### src/rtl/serial_serdes_pkg.sv
`default_nettype none
// ============================================================================
//  serial_serdes_pkg : shared width constants and helpers for the serial SerDes
//  Revision 1.0
// ============================================================================
package serial_serdes_pkg;

    localparam int SERIAL_WORD_W = 32;

    function automatic int serdes_beats(input int w);
        return SERIAL_WORD_W / w;
    endfunction

    // A one-beat word still needs a 1-bit counter so the port widths stay legal.
    function automatic int serdes_cnt_w(input int w);
        int beats;
        beats = SERIAL_WORD_W / w;
        return (beats > 1) ? $clog2(beats) : 1;
    endfunction

endpackage
`default_nettype wire

### src/rtl/serial_narrow_deser.sv
`default_nettype none
// ============================================================================
//  serial_narrow_deser : reassembles LSB-first W-bit beats into 32-bit words
//  Revision 1.0
// ============================================================================
module serial_narrow_deser
    import serial_serdes_pkg::*;
#(
    parameter int W = 4
) (
    input  logic                     clock,
    input  logic                     reset,
    input  logic                     narrow_in_valid,
    output logic                     narrow_in_ready,
    input  logic [W-1:0]             narrow_in_bits,
    output logic                     wide_out_valid,
    input  logic                     wide_out_ready,
    output logic [SERIAL_WORD_W-1:0] wide_out_bits
);

    localparam int                 BEATS     = serdes_beats(W);
    localparam int                 CNT_W     = serdes_cnt_w(W);
    localparam logic [CNT_W-1:0]   LAST_BEAT = CNT_W'(BEATS - 1);

    if ((W < 1) || (W > SERIAL_WORD_W) || ((SERIAL_WORD_W % W) != 0)) begin : g_bad_width
        $error("serial_narrow_deser: W must evenly divide 32");
    end

    logic [CNT_W-1:0]         rx_cnt_q, rx_cnt_d;
    logic [SERIAL_WORD_W-1:0] rx_shift_q, rx_shift_d;
    logic                     rx_full_q, rx_full_d;
    logic [SERIAL_WORD_W-1:0] shift_in;
    logic                     beat_fire;
    logic                     word_fire;

    // New beats enter at the top so the first beat ends up in the low bits.
    if (BEATS == 1) begin : g_single_beat
        assign shift_in = narrow_in_bits;
    end else begin : g_multi_beat
        assign shift_in = {narrow_in_bits, rx_shift_q[SERIAL_WORD_W-1:W]};
    end

    assign narrow_in_ready = reset && (!rx_full_q || wide_out_ready);
    assign beat_fire       = narrow_in_valid && narrow_in_ready;
    assign word_fire       = rx_full_q && wide_out_ready;
    assign wide_out_valid  = rx_full_q;
    assign wide_out_bits   = rx_shift_q;

    always_comb begin
        rx_cnt_d   = rx_cnt_q;
        rx_shift_d = rx_shift_q;
        rx_full_d  = rx_full_q;
        if (word_fire) begin
            rx_full_d = 1'b0;
        end
        if (beat_fire) begin
            rx_shift_d = shift_in;
            if (rx_cnt_q == LAST_BEAT) begin
                rx_cnt_d  = '0;
                rx_full_d = 1'b1;
            end else begin
                rx_cnt_d  = rx_cnt_q + 1'b1;
            end
        end
    end

    always_ff @(posedge clock) begin
        if (!reset) begin
            rx_cnt_q  <= '0;
            rx_full_q <= 1'b0;
        end else begin
            rx_cnt_q  <= rx_cnt_d;
            rx_full_q <= rx_full_d;
        end
        rx_shift_q <= rx_shift_d;
    end

endmodule
`default_nettype wire

### src/rtl/serial_narrow_serdes.sv
`default_nettype none
// ============================================================================
//  serial_narrow_serdes : 32-bit host word <-> W-bit off-chip link converter
//  Revision 1.0
// ============================================================================
module serial_narrow_serdes
    import serial_serdes_pkg::*;
#(
    parameter int W = 4
) (
    input  logic                     clock,
    input  logic                     reset,
    input  logic                     wide_in_valid,
    output logic                     wide_in_ready,
    input  logic [SERIAL_WORD_W-1:0] wide_in_bits,
    output logic                     narrow_out_valid,
    input  logic                     narrow_out_ready,
    output logic [W-1:0]             narrow_out_bits,
    input  logic                     narrow_in_valid,
    output logic                     narrow_in_ready,
    input  logic [W-1:0]             narrow_in_bits,
    output logic                     wide_out_valid,
    input  logic                     wide_out_ready,
    output logic [SERIAL_WORD_W-1:0] wide_out_bits
);

    localparam int                 BEATS     = serdes_beats(W);
    localparam int                 CNT_W     = serdes_cnt_w(W);
    localparam logic [CNT_W-1:0]   LAST_BEAT = CNT_W'(BEATS - 1);

    if ((W < 1) || (W > SERIAL_WORD_W) || ((SERIAL_WORD_W % W) != 0)) begin : g_bad_width
        $error("serial_narrow_serdes: W must evenly divide 32");
    end

    logic                     tx_busy_q, tx_busy_d;
    logic [CNT_W-1:0]         tx_cnt_q, tx_cnt_d;
    logic [SERIAL_WORD_W-1:0] tx_shift_q, tx_shift_d;
    logic                     tx_beat_fire;
    logic                     tx_word_fire;

    // A new word may enter on the same edge the last beat leaves: no bubble.
    assign wide_in_ready    = reset && (!tx_busy_q || (narrow_out_ready && (tx_cnt_q == LAST_BEAT)));
    assign tx_word_fire     = wide_in_valid && wide_in_ready;
    assign tx_beat_fire     = tx_busy_q && narrow_out_ready;
    assign narrow_out_valid = tx_busy_q;
    assign narrow_out_bits  = tx_shift_q[W-1:0];

    always_comb begin
        tx_busy_d  = tx_busy_q;
        tx_cnt_d   = tx_cnt_q;
        tx_shift_d = tx_shift_q;
        if (tx_beat_fire) begin
            tx_shift_d = tx_shift_q >> W;
            if (tx_cnt_q == LAST_BEAT) begin
                tx_busy_d = 1'b0;
                tx_cnt_d  = '0;
            end else begin
                tx_cnt_d  = tx_cnt_q + 1'b1;
            end
        end
        if (tx_word_fire) begin
            tx_busy_d  = 1'b1;
            tx_cnt_d   = '0;
            tx_shift_d = wide_in_bits;
        end
    end

    always_ff @(posedge clock) begin
        if (!reset) begin
            tx_busy_q <= 1'b0;
            tx_cnt_q  <= '0;
        end else begin
            tx_busy_q <= tx_busy_d;
            tx_cnt_q  <= tx_cnt_d;
        end
        tx_shift_q <= tx_shift_d;
    end

    serial_narrow_deser #(
        .W (W)
    ) u_deser (
        .clock           (clock),
        .reset           (reset),
        .narrow_in_valid (narrow_in_valid),
        .narrow_in_ready (narrow_in_ready),
        .narrow_in_bits  (narrow_in_bits),
        .wide_out_valid  (wide_out_valid),
        .wide_out_ready  (wide_out_ready),
        .wide_out_bits   (wide_out_bits)
    );

endmodule
`default_nettype wire

### config.mk
export PLATFORM = sky130hd
export DESIGN_NAME = serial_narrow_serdes
export DESIGN_NICKNAME = d
export VERILOG_FILES = /design/src/rtl/serial_serdes_pkg.sv /design/src/rtl/serial_narrow_deser.sv /design/src/rtl/serial_narrow_serdes.sv
export SDC_FILE = /design/constraint.sdc
export NUM_CORES = 1
export LEC_CHECK = 0
export BUFFER_PORTS_ARGS = -buffer_cell sky130_fd_sc_hd__buf_2
export CORE_MARGIN = 4
export CORE_UTILIZATION = 45
export CTS_CLUSTER_SIZE = 14
export DETAILED_ROUTE_END_ITERATION = 8
export PLACE_DENSITY = 0.71
export SLEW_MARGIN = 40
export SYNTH_ARGS = -nofsm -noshare
export SYNTH_HDL_FRONTEND = slang
export SYNTH_SLANG_ARGS = --single-unit
### constraint.sdc
create_clock -name clock -period 4.6 [get_ports clock]
set_clock_uncertainty 0.1 [all_clocks]
set_input_delay 0 -clock clock [delete_from_list [all_inputs] [get_ports clock]]
set_output_delay 0 -clock clock [all_outputs]
set_load 0.05 [all_outputs]
# Word level (Yosys, flattened, before mapping)
# Index checks and enable logic that the tools add are counted.
[totals]
register_bits = 72
latchBits = 0
ram_bits = 0
romBits = 0
in_bits = 42
wordCells = 36
mem_count = 0
[op_classes]
n_addsub = 2
multipliers = 0
div = 0
magnitude_cmp = 0
eq_ne = 2
shift = 0
mux = 10
n_bitwise = 1
n_reduce_logical = 15
[op_table]
columns = ["cell", "n"]
rows = [
  ["$mux 32", 2],
  ["$logic_and 1x1->1", 7],
  ["$add 3x1->3 const B", 2],
  ["$eq 3x3->1 const B", 2],
  ["$mux 1", 6],
  ["$mux 3", 2],
  ["$reduce_bool 2->1", 2],
  ["$logic_not 1->1", 2],
  ["$logic_or 1x1->1", 2],
  ["$reduce_and 2->1", 1],
  ["$reduce_or 2->1", 1],
  ["$not 1->1", 1],
]

# Longest topological paths before layout
[logic_depth]
ltp_word = 7
mapped_depth = 6
depth_no_buf = 5

# Cells and area by module
# From an unflattened synthesis, not the netlist that was laid out.
[hier_totals]
cells_unflattened = 152
area_unflattened_um2 = 2866.5
[modules_own_cells]
columns = ["module", "n_inst", "cells_each", "area_each_um2", "seq_area_each_um2"]
rows = [
  ["serial_narrow_serdes", 1, 97, 1690.4, 1041.0],
  ["serial_narrow_deser", 1, 55, 1176.1, 1041.0],
]

# Worst setup path after synthesis
# No wires, ideal clock.
[synth_timing]
path_type = "register -> register"
startpoint = "register tx_busy_q (netlist: narrow_out_valid)"
endpoint = "register tx_shift_q[0] (enable)"
setup_ps = 466
arrival_time_ps = 2905
t_required_ps = 4034
path_slack_ps = 1130
stages_incl_launch_ff = 2
synth_period_minus_slack_ps = 3470
path_cell_list = "dfxtp_1 > o21ai_0"
[synth_via]
elab_chain_cells = 5
[synth_rtl]
columns = ["item", "line_no", "rtl"]
rows = [
  ["from (decl)", "serial_narrow_serdes.sv:35", "logic tx_busy_q, tx_busy_d;"],
  ["from (signal assigned)", "serial_narrow_serdes.sv:73", "tx_busy_q <= tx_busy_d;"],
  ["$logic_not 1->1", "serial_narrow_serdes.sv:42", "assign wide_in_ready = reset && (!tx_busy_q || (narrow_out_ready && (tx_cnt_q == LAST_BEAT)));"],
  ["$logic_or 1x1->1", "serial_narrow_serdes.sv:42", ""],
  ["$logic_and 1x1->1", "serial_narrow_serdes.sv:42", ""],
  ["$logic_and 1x1->1", "serial_narrow_serdes.sv:43", "assign tx_word_fire = wide_in_valid && wide_in_ready;"],
  ["$reduce_bool 2->1 (no line) *", "-", ""],
  ["to (signal assigned)", "serial_narrow_serdes.sv:76", "tx_shift_q <= tx_shift_d;"],
  ["to (decl)", "serial_narrow_serdes.sv:37", "logic [SERIAL_WORD_W-1:0] tx_shift_q, tx_shift_d;"],
]
# Mark *: on every way between the ends. The rest lies on a longest branch, timed or not.
# A chain may end at the register's enable or synchronous reset.

# Final worst setup path
[layout_timing]
startpoint = "register tx_cnt_q[0]"
endpoint = "register tx_busy_q (netlist: narrow_out_valid)"
[layout_via]
elab_chain_cells = 7
[layout_rtl]
columns = ["item", "line_no", "rtl"]
rows = [
  ["from (decl)", "serial_narrow_serdes.sv:36", "logic [CNT_W-1:0] tx_cnt_q, tx_cnt_d;"],
  ["from (signal assigned)", "serial_narrow_serdes.sv:74", "tx_cnt_q <= tx_cnt_d;"],
  ["$eq 3x3->1 *", "serial_narrow_serdes.sv:42, serial_narrow_serdes.sv:54", ""],
  ["$logic_and 1x1->1", "serial_narrow_serdes.sv:42", ""],
  ["$logic_or 1x1->1", "serial_narrow_serdes.sv:42", ""],
  ["$logic_and 1x1->1", "serial_narrow_serdes.sv:42", ""],
  ["$logic_and 1x1->1", "serial_narrow_serdes.sv:43", ""],
  ["$reduce_bool 2->1 (no line)", "-", ""],
  ["$reduce_and 2->1 (no line)", "-", ""],
]
# Marks and branches as above.

==> flow_metrics.py <==
metrics = {
    "pwr": {
        "ir_worst_vdd_mv": 0.298,
        "p_int_uw": 1160,
        "switching_share_pct": 23.1,
        "p_sw_uw": 347,
        "pwr_density_cell_nw_per_um2": 373,
        "p_seq_share_pct": 51.1,
        "p_comb_share_pct": 13.4,
        "clkPwrFrac_pct": 35.5,
        "p_leak_uw": 0.00165,
    },
    "place": {
        "port_buffers": 81,
        "hpwl_um": 3400,
        "placed_area_um2": 3380,
        "gp_congestion": 0.765,
    },
    "floorplanning": {
        "io_pins": 82,
        "die-area_um2": 7650,
        "dieHeight_um": 87.5,
        "fp.dieW_um": 87.5,
        "core-area_um2": 6030,
        "start_util_pct": 47.2,
        "rows": 28,
    },
    "cells_and_area": {
        "fin_area_um2": 4030,
        "fin_nets": 329,
        "n_fill_cell": 419,
        "n_antenna_cell": 0,
        "syn_to_final_growth_pct": 41.7,
        "drive_above_1_share_pct": 46.2,
    },
    "global_route": {
        "grt_usage_pct": 14.6,
        "grt_pass1_wl_um": 8330,
        "grt_overflow_total": 0,
        "first_global_vias": 1835,
        "antenna_found_initial": 0,
        "grt_max_degree": 36,
    },
    "detailed_routing": {
        "ant_nets": 0,
        "wl_per_cell_um": 14.2,
        "first_pass_iters": 4,
        "drc_errors": 0,
        "wirelength_um": 5160,
        "viasPerCell": 4.65,
        "drt-initial-drc-count": 59,
        "num_vias": 1689,
    },
    "run": {
        "maxCapViolCount": 0,
    },
    "clocking": {
        "clock_latency_ps": 340,
        "cts_buffers": 9,
        "clock-root-buffer": "clkbuf_8",
        "clkSinkCount": 72,
        "clockBufferDepth": 2,
        "clk_pin_slew_worst_paths_ps": 80,
        "htreeDepth": 3,
        "cts_tree": "built",
    },
    "setup_path": {
        "worst_ep_arrival_time_ps": 2560,
        "cp-end-kind": "flip-flop",
        "required_ps": 4780,
        "cp_max_fo": 4,
        "crit_type": "reg2reg",
        "setup.worst_path.start_class": "flip-flop",
    },
    "sta": {
        "fmax_mhz": 420,
        "final.setup.tns_ps": 0,
        "timing.final.crit_period_ps": 2380,
        "maxSlewHeadroom_pct": 69.6,
        "rsz0062_at_grt": "false",
        "setup_viol": 0,
        "period_share_pct": 51.8,
        "slew_viol_final": 0,
        "worstMarginPinSlew_ps": 456,
        "hold_violations": 0,
    },
    "logic_synthesis": {
        "yosysTopAreaCellShare_pct": 67.6,
        "synth_top_family_by_area": "multiplexers",
        "synthXorXnorAreaFrac_pct": 0,
        "synth_seq_cells": 72,
        "synth_compound_area_share_pct": 2.02,
        "synth.area.top_cells": "edfxtp_1, mux2_4, dfxtp_1",
        "synth_area_um2": 2840,
        "post-synth-top-area-cell": "edfxtp_1",
        "syn_inst": 151,
        "synth_nets": 197,
        "synthSimpleGateAreaFrac_pct": 4.49,
        "synth_cell_types": 23,
        "synth.avg_cell_area_um2": 18.8,
        "synth_mux_area_share_pct": 15.6,
        "yosysSeqAreaShare_pct": 73.2,
        "ys_warn_count": 0,
        "synth_fa_ha_area_share_pct": 1.76,
    },
    "status": {
        "status": "completed",
    },
    "min_path": {
        "min_path_type": "in2reg",
    },
}
==> path summary, 6_finish.rpt <==
| kind | start | slack, ps | to | cells after the start |
|---|---|---|---|---|
| worst max-delay path | tx_cnt_q[0] | 2220 | narrow_out_valid | 7 |
| worst min-delay path | narrow_in_bits[2] | 260 | u_deser.wide_out_bits[30] | 2 |
| worst max register to register | tx_cnt_q[0] | 2220 | narrow_out_valid | 7 |
| worst min register to register | u_deser.wide_out_bits[12] | 350 | u_deser.wide_out_bits[8] | 0 |
==> metal layers <==
metal | wire (um) | GRT usage [%] | vias to the layer above
li1 | - | - | 827
met1 | 2030 | 15.8 | 786
met2 | 2670 | 26.0 | 69
met3 | 425 | 6.91 | 7
met4 | 40 | 3.35 | 0
met5 | 0 | 0 | -
==> state kept, by name, summed over array words and instances, names as in the netlist <==
signal                  count
u_deser.wide_out_valid      1
u_deser.wide_out_bits      32
tx_cnt_q                    3
narrow_out_valid            1
tx_shift_q                 32
u_deser.rx_cnt_q            3
==> power groups by stage <==
stage               logic, uW  registers (uW)  clock network [uW]
finish                    201             769                 533
global route              215             773                 582
CTS                       202             769                 553
detailed placement        174             784                   0
global placement          160             782                   0
floorplan                85.0             821                   0
==> critical path: stages, from the launching register on <==
cell and delay (ps):
dfxtp_1 350, ha_1 220, ha_1 220, a21boi_4 200, nor2_1 50, dlygate4sd3_1 550, nor2_1 80, dlygate4sd3_1 550
==> final cells by class <==
type	instances	area, um2	share of cell area, %
timing repair buffer	129	928	23.1
clock buffer	9	124	3.08
multi-input combinational	67	689	17.1
clock inverter	7	95.1	2.36
inverter	4	15.0	0.373
tap	75	93.8	2.33
sequential	72	2080	51.7
==> what timing repair did <==
| item | in CTS | in global routing |
|---|---|---|
| endpoints found under the hold margin | 44 | 0 |
| resized for setup | 0 | 0 |
| hold buffers | 43 | 0 |
| buffers inserted | 0 | 0 |
==> stage by stage <==
step | util, % | cells | hold slack [ps] | total power [uW] | setup slack (ps)
3_5_place_dp | 56.1 | 304 | 79.1 | 958 | 2260
2_1_floorplan | - | 151 | -1.13 | 906 | 1130
4_1_cts | 66.8 | 363 | 238 | 1520 | 2230
5_1_grt | 66.8 | 363 | 238 | 1570 | 2130
6_report | 66.8 | 363 | 258 | 1500 | 2220
3_3_place_gp | 54.7 | 300 | 77.9 | 942 | 2140
==> cell families (layout without fill, tap and decap cells) <==
logic type               Yosys count  after routing
multiplexers                      31             31
AO/OA/AOI/OAI                      8              8
buffers and inverters             12            149
adder cells (fa/ha/maj)            4              4
AND/OR/NAND/NOR                   24             24
flip-flops                        72             72
==> Yosys cell counts <==
cell type	n
buf_4	4
or3b_1	1
nor2_4	1
buf_6	3
mux2_2	2
a21oi_1	4
and3_1	1
nand2_1	8
ha_1	4
or2_2	1
nand3_1	2
nand2b_1	2
nor2_1	3
mux2i_1	3
inv_1	4
edfxtp_1	64
mux2_4	26
a311oi_1	1
a21boi_4	1
dfxtp_1	8
and2_1	5
o21ai_0	2
clkbuf_1	1
==> cell usage in the layout, fill, tap and decap left out, types with 2 or more instances in the layout <==
| cell | n |
|---|---|
| ha_1 | 4 |
| and2_1 | 5 |
| dfxtp_1 | 8 |
| nor2_1 | 3 |
| a21oi_1 | 4 |
| mux2i_1 | 3 |
| nand3_1 | 2 |
| bufinv_16 | 2 |
| mux2_4 | 26 |
| clkinvlp_4 | 3 |
| nand2b_1 | 2 |
| inv_1 | 4 |
| dlygate4sd3_1 | 43 |
| buf_2 | 81 |
| buf_8 | 2 |
| clkbuf_8 | 9 |
| nand2_1 | 8 |
| edfxtp_1 | 64 |
| buf_16 | 2 |
| mux2_2 | 2 |
Power figures use the tool's default switching activity.
